==> config.mk <==
export PLATFORM = sky130hd
export DESIGN_NAME = ex_div_flat
export DESIGN_NICKNAME = d
export VERILOG_FILES = /design/src/rtl/ex_div_pkg.sv /design/src/rtl/ex_div_if.sv /design/src/rtl/ex_div.sv /design/src/flat_wrapper.sv
export SDC_FILE = /design/constraint.sdc
export NUM_CORES = 1
export LEC_CHECK = 0
export ABC_AREA = 1
export BUFFER_PORTS_ARGS = -buffer_cell sky130_fd_sc_hd__buf_2
export CORE_MARGIN = 2
export CORE_UTILIZATION = 62
export DETAILED_ROUTE_END_ITERATION = 8
export PLACE_DENSITY = 0.83
export SKIP_CTS_REPAIR_TIMING = 1
export SLEW_MARGIN = 15
export SYNTH_ARGS = -nofsm -noshare
export SYNTH_HDL_FRONTEND = slang
export SYNTH_SLANG_ARGS = --single-unit
==> constraint.sdc <==
create_clock -name clk -period 5.18 [get_ports clk]
set_input_delay 1.036 -clock clk [delete_from_list [all_inputs] [get_ports clk]]
set_output_delay 1.036 -clock clk [all_outputs]
set_load 0.05 [all_outputs]
==> src/rtl/ex_div_pkg.sv <==
// Shared widths, FSM states and sign-fix helper for the EX-stage divide unit.
package ex_div_pkg;

  localparam int unsigned XLEN       = 32;
  localparam int unsigned CNT_W      = $clog2(XLEN);
  localparam int unsigned RD_W       = 5;
  localparam int unsigned OP_W       = 2;
  localparam int unsigned OP_UNS_BIT = 0;
  localparam int unsigned OP_REM_BIT = 1;

  localparam logic [XLEN-1:0] XLEN_MIN = {1'b1, {(XLEN-1){1'b0}}};

  typedef enum logic [1:0] {
    IDLE = 2'd0,
    CALC = 2'd1,
    DONE = 2'd2
  } state_t;

  // Apply the RV32M sign rules to an unsigned magnitude quotient/remainder.
  function automatic logic [XLEN-1:0] sign_fix(input logic [XLEN-1:0] q,
                                               input logic [XLEN-1:0] r,
                                               input logic            neg_q,
                                               input logic            neg_r,
                                               input logic            sel_rem);
    if (sel_rem) return neg_r ? (XLEN'(0) - r) : r;
    return neg_q ? (XLEN'(0) - q) : q;
  endfunction

endpackage

==> src/rtl/ex_div_if.sv <==
// EX-stage divide request/response bundle between the pipeline/ctrl and ex_div.
interface ex_div_if;
  import ex_div_pkg::*;

  logic                 start;
  logic [OP_W-1:0]      op;
  logic [XLEN-1:0]      dividend;
  logic [XLEN-1:0]      divisor;
  logic [RD_W-1:0]      rd_addr;
  logic                 flush;
  logic                 pause_req;
  logic                 unpause;
  logic [XLEN-1:0]      result;
  logic                 result_valid;
  logic [RD_W-1:0]      result_rd;

  modport master (
    output start, op, dividend, divisor, rd_addr, flush,
    input  pause_req, unpause, result, result_valid, result_rd
  );

  modport slave (
    input  start, op, dividend, divisor, rd_addr, flush,
    output pause_req, unpause, result, result_valid, result_rd
  );
endinterface

==> src/rtl/ex_div.sv <==
// Multi-cycle radix-2 restoring divider for DIV/DIVU/REM/REMU with pipeline
// pause/unpause handshake and flush abandonment.
module ex_div
  import ex_div_pkg::*;
(
  input logic   clk,
  input logic   rst,
  ex_div_if.slave bus
);

  state_t            state, state_n;
  logic [CNT_W-1:0]  cnt, cnt_n;
  logic [XLEN-1:0]   quot, quot_n;
  logic [XLEN-1:0]   rem, rem_n;
  logic [XLEN-1:0]   dvs, dvs_n;
  logic [XLEN-1:0]   res, res_n;
  logic [RD_W-1:0]   rd, rd_n;
  logic              neg_q, neg_q_n;
  logic              neg_r, neg_r_n;
  logic              is_rem, is_rem_n;

  logic              accept;
  logic              sgn, sa, sb;
  logic [XLEN:0]     trial;
  logic [XLEN-1:0]   q_step, r_step;

  always_ff @(posedge clk) begin
    if (rst) begin
      state  <= IDLE;
      cnt    <= '0;
      quot   <= '0;
      rem    <= '0;
      dvs    <= '0;
      res    <= '0;
      rd     <= '0;
      neg_q  <= 1'b0;
      neg_r  <= 1'b0;
      is_rem <= 1'b0;
    end else begin
      state  <= state_n;
      cnt    <= cnt_n;
      quot   <= quot_n;
      rem    <= rem_n;
      dvs    <= dvs_n;
      res    <= res_n;
      rd     <= rd_n;
      neg_q  <= neg_q_n;
      neg_r  <= neg_r_n;
      is_rem <= is_rem_n;
    end
  end

  always_comb begin
    state_n  = state;
    cnt_n    = cnt;
    quot_n   = quot;
    rem_n    = rem;
    dvs_n    = dvs;
    res_n    = res;
    rd_n     = rd;
    neg_q_n  = neg_q;
    neg_r_n  = neg_r;
    is_rem_n = is_rem;

    accept = (state == IDLE) & bus.start & ~bus.flush;
    sgn    = ~bus.op[OP_UNS_BIT];
    sa     = sgn & bus.dividend[XLEN-1];
    sb     = sgn & bus.divisor[XLEN-1];

    // quot doubles as the dividend shift register; its MSB feeds the remainder.
    trial  = {rem, quot[XLEN-1]} - {1'b0, dvs};
    q_step = {quot[XLEN-2:0], ~trial[XLEN]};
    r_step = trial[XLEN] ? {rem[XLEN-2:0], quot[XLEN-1]} : trial[XLEN-1:0];

    unique case (state)
      IDLE: begin
        if (accept) begin
          rd_n     = bus.rd_addr;
          is_rem_n = bus.op[OP_REM_BIT];
          neg_q_n  = sa ^ sb;
          neg_r_n  = sa;
          quot_n   = sa ? (XLEN'(0) - bus.dividend) : bus.dividend;
          dvs_n    = sb ? (XLEN'(0) - bus.divisor) : bus.divisor;
          rem_n    = '0;
          cnt_n    = '0;
          if (bus.divisor == '0) begin
            res_n   = bus.op[OP_REM_BIT] ? bus.dividend : '1;
            state_n = DONE;
          end else if (sgn && bus.dividend == XLEN_MIN && bus.divisor == '1) begin
            res_n   = bus.op[OP_REM_BIT] ? '0 : XLEN_MIN;
            state_n = DONE;
          end else begin
            state_n = CALC;
          end
        end
      end
      CALC: begin
        quot_n = q_step;
        rem_n  = r_step;
        cnt_n  = cnt + CNT_W'(1);
        if (cnt == CNT_W'(XLEN-1)) begin
          res_n   = sign_fix(q_step, r_step, neg_q, neg_r, is_rem);
          state_n = DONE;
        end
      end
      DONE:    state_n = IDLE;
      default: state_n = IDLE;
    endcase

    if (bus.flush) state_n = IDLE;
  end

  // flush is already a registered command from ctrl; it only masks the DONE pulse.
  assign bus.pause_req    = accept | (state == CALC);
  assign bus.result_valid = (state == DONE) & ~bus.flush;
  assign bus.unpause      = (state == DONE) & ~bus.flush;
  assign bus.result       = res;
  assign bus.result_rd    = rd;

endmodule

==> src/flat_wrapper.sv <==
// flat-port wrapper written by rule: the top's interface ports become plain ports
module ex_div_flat import ex_div_pkg::*;
  (clk, rst, bus_start, bus_op, bus_dividend, bus_divisor, bus_rd_addr, bus_flush, bus_pause_req, bus_unpause, bus_result, bus_result_valid, bus_result_rd);
  ex_div_if bus_i ();
  input logic clk;
  input logic rst;
  input wire logic [$bits(bus_i.start)-1:0] bus_start;
  input wire logic [$bits(bus_i.op)-1:0] bus_op;
  input wire logic [$bits(bus_i.dividend)-1:0] bus_dividend;
  input wire logic [$bits(bus_i.divisor)-1:0] bus_divisor;
  input wire logic [$bits(bus_i.rd_addr)-1:0] bus_rd_addr;
  input wire logic [$bits(bus_i.flush)-1:0] bus_flush;
  output wire logic [$bits(bus_i.pause_req)-1:0] bus_pause_req;
  output wire logic [$bits(bus_i.unpause)-1:0] bus_unpause;
  output wire logic [$bits(bus_i.result)-1:0] bus_result;
  output wire logic [$bits(bus_i.result_valid)-1:0] bus_result_valid;
  output wire logic [$bits(bus_i.result_rd)-1:0] bus_result_rd;
  assign bus_i.start = bus_start;
  assign bus_i.op = bus_op;
  assign bus_i.dividend = bus_dividend;
  assign bus_i.divisor = bus_divisor;
  assign bus_i.rd_addr = bus_rd_addr;
  assign bus_i.flush = bus_flush;
  assign bus_pause_req = bus_i.pause_req;
  assign bus_unpause = bus_i.unpause;
  assign bus_result = bus_i.result;
  assign bus_result_valid = bus_i.result_valid;
  assign bus_result_rd = bus_i.result_rd;
  ex_div u_core (.clk(clk), .rst(rst), .bus(bus_i));
endmodule
==> impl_results.md <==
* Setup TNS at 0 ns
* Core area at 20,200 sq um
* Post-synthesis average cell area at between 5 and 6 sq um
* PD cells at roughly 240 nW/um^2
* Post-route ant nets at 0
* Post-place setup slack at between 0.6 and 0.7 ns
* Cts bufs inserted at 17
* Remaining Overflow, GRT at 0
* Crit Reg-Reg Startpoint: u_core.quot[31]
* Register bit total from synthesis at 143
* Mux contribution to synthesized area at 0
* Post-Syn Area at 12,800 sq um
* Synth area leader: dfxtp_1
* Routed wl met3 at 4940 microns
* Routability cong. at roughly 1
* CTS tree: yes
* Final WS setup at about 0.54 ns
* Layout cell share with drive strength beyond 1 at 0.106
* Ant diodes at 0
* Max Clk Rate at 216 MHz
* # IOs at roughly 120
* TritonRoute pass-1 iters at 7
* Commonest non-fill, non-tap cells in the layout: 674 x nand2_1, 307 x inv_1, 190 x nor2_1
* Total number of vias at between 10,000 and 15,000
* Worst Reg-to-Reg Cells at 29
* M1 WL at 18,300 microns
* Die Span Y at about 150 microns
* Outcome: complete, no violations
* Synth Instances at between 2,000 and 2,500
* Peak supply drop at between 0.15 and 0.2 mV
* Initial Util at 0.631
* Full die area at ~22,000 sq um
* Fillers at between 1,500 and 2,000
* Count of cell types in the netlist at 50
* Min Tclk post-route at 4.64 ns
* Hold crit path type: reg2reg
* Synth top area cells: dfxtp_1 22%, nand2_1 20%, inv_1 9.1%
* # rows at between 50 and 60
* Clock slew at reported path FFs at 0.07 ns
* Post-Synth Simple-Gate Area at 0.395
* Sequential-to-total area share from yosys stat at 0.224
* Max Used Layer: met4
* Worst reg2reg endpoint: u_core.bus.result[30]
* Initial DRC Count at 1,872
* DRC viols at 0
* Routed wl met2 at roughly 18,000 microns
* Root Driver: clkbuf_16
* Final Power at between 3 and 4 mW
* Vias per cell at approximately 5.8
* Hold Path Stages at 2
* Max-cap viol count at 0
* Mapped Nets at between 2,000 and 2,500
* Clock Latency Late Sink at 0.43 ns
* Die width at ~150 microns
* Area grow syn2layout at 9.24%
* Worst-Margin Slew at 1.15 ns
* Fin crit share at 0.896
* Final hold vios at 0
* Final Routed Wirelength at about 43,000 microns
* Vias in the first global route at ~13,000
* Final core occ at 0.689
* Setup crit start: u_core.quot[31]
* Initial antenna violation count at 0
* Clock Skews at ~0.012 ns
* RSZ-0062 raised after global routing: no
* Required time of the critical path at 5.54 ns
* Largest net degree at the start of global routing at 99
* Most used cell, CP: nand2_4
* Top cell type's share of synthesized area at 0.224
* Wire per inst at between 15 and 20 microns
* Number of setup violations in the final report at 0
* Post-Place Cells at around 2,500
* Critical path peak fanout at 11
* Adder-cell share of the synthesized area at 0.0398
* DP HPWL at about 33,000 microns
* Slew Viols, Final at 0
* Yosys warning count at 0
* Most common cell after layout, fill and taps aside: nand2_1
* Num Clock Sinks at 143
* First-pass GRT wire length at between 60,000 and 70,000 microns
* Setup crit end kind: register
* All-Layer GR Usage at 0.392
* Synth Area in Compound Gates at 0.186
* IO buf count at around 110
* CP arrival at 5.00 ns
* Post-synthesis xor/xnor area fraction at 0.0295
* CP max-delay cell: dfxtp_1
* Final Net Count at between 2,000 and 2,500
* Standby leakage power at between 6 and 7 nW
* Relative slew slack at 0.235
* CP Class: reg2reg
* Crit-path max cell delay at approximately 0.4 ns
* Final Non-Filler Cells at around 2,600
* Hold wc startpoint: u_core.bus.result[12]
* R2r setup slk at between 0.5 and 0.6 ns
* Main combinational cell family by area after synthesis: simple AND/OR/NAND/NOR gates
* WHS Endpoint: u_core.bus.result[12]
* H-tree lvl count at 4
* Startpoint types: register
* Clock Path Buffers at 2
[where the power goes]
part / switching (mW) / internal, mW / total (mW)
clock network: 0.526 / 0.664 / 1.19
registers: 0.0407 / 1.14 / 1.18
logic: 0.702 / 0.293 / 0.995
[layout make-up]
class                   count  area, sq um  share of cell area
multi-input cells        1685         8320               0.597
flip-flops and latches    143         2860               0.205
inverters                 315         1180              0.0848
repair buffers            129          683              0.0490
clock buffers              17          425              0.0305
well taps                 270          338              0.0242
clock inverters            14          135             0.00969
[how the worst max path moves through the flow]
stage | slack [ns] | depth (start not counted) | end
floorplan | 1.23 | 30 | u_core.bus.result[24]
global placement | 0.74 | 17 | u_core.bus.result[19]
detailed placement | 0.63 | 17 | u_core.bus.result[19]
CTS | 0.66 | 29 | u_core.bus.result[30]
global route | 0.07 | 29 | u_core.bus.result[30]
finish | 0.54 | 29 | u_core.bus.result[30]
[state kept, by name, indices dropped and copies added, names as in the netlist]
| signal | flops |
|---|---|
| u_core.neg_q | 1 |
| u_core.bus.result | 32 |
| u_core.dvs | 32 |
| u_core.bus.result_rd | 5 |
| u_core.rem | 32 |
| u_core.cnt | 5 |
| u_core.state | 2 |
| u_core.neg_r | 1 |
| u_core.is_rem | 1 |
| u_core.quot | 32 |
[synth_stat cells, drive strengths merged]
cell type	n
a221oi	3
xnor2	7
o22ai	1
buf	27
nor4	16
nor2	203
a41oi	1
a211oi	3
nand3b	10
clkinv	1
o41ai	1
o211ai	6
ha	39
nand2	700
o21a	2
nand3	170
xor2	36
nand4	25
nor3	36
o221ai	7
and2	2
o21ai	169
a21oi	182
dfxtp	143
o21bai	6
nor3b	1
and3	1
clkbuf	64
a21o	4
or2	10
inv	314
fa	1
a31oi	43
[kinds of logic after synthesis]
group	Yosys count
AO/OA/AOI/OAI	428
flip-flops	143
XOR/XNOR	43
AND/OR/NAND/NOR	1174
buffers and inverters	406
adder cells (fa/ha/maj)	40
[through the flow]
step	instance area, sq um	hold slack (ns)
floorplan	12800	0.437
global placement	13400	0.449
detailed placement	13400	0.454
CTS	13900	0.464
global route	13900	0.484
finish	13900	0.461
[critical path: cells and delay by family, from the launching register on]
family	cells	cell delay [ns]
AOI/OAI and AO/OA	5	0.76
buffers and inverters	2	0.19
and+or+nand+nor	19	2.41
adders and majority gates	3	0.80
DFF	1	0.40
[layer usage]
metal  up-vias  global-route usage
li1       7349                   -
met1      6717               0.558
met2       821               0.596
met3        93              0.0778
met4         0               0.125
met5         -                   0
Power figures use the tool's default switching activity.
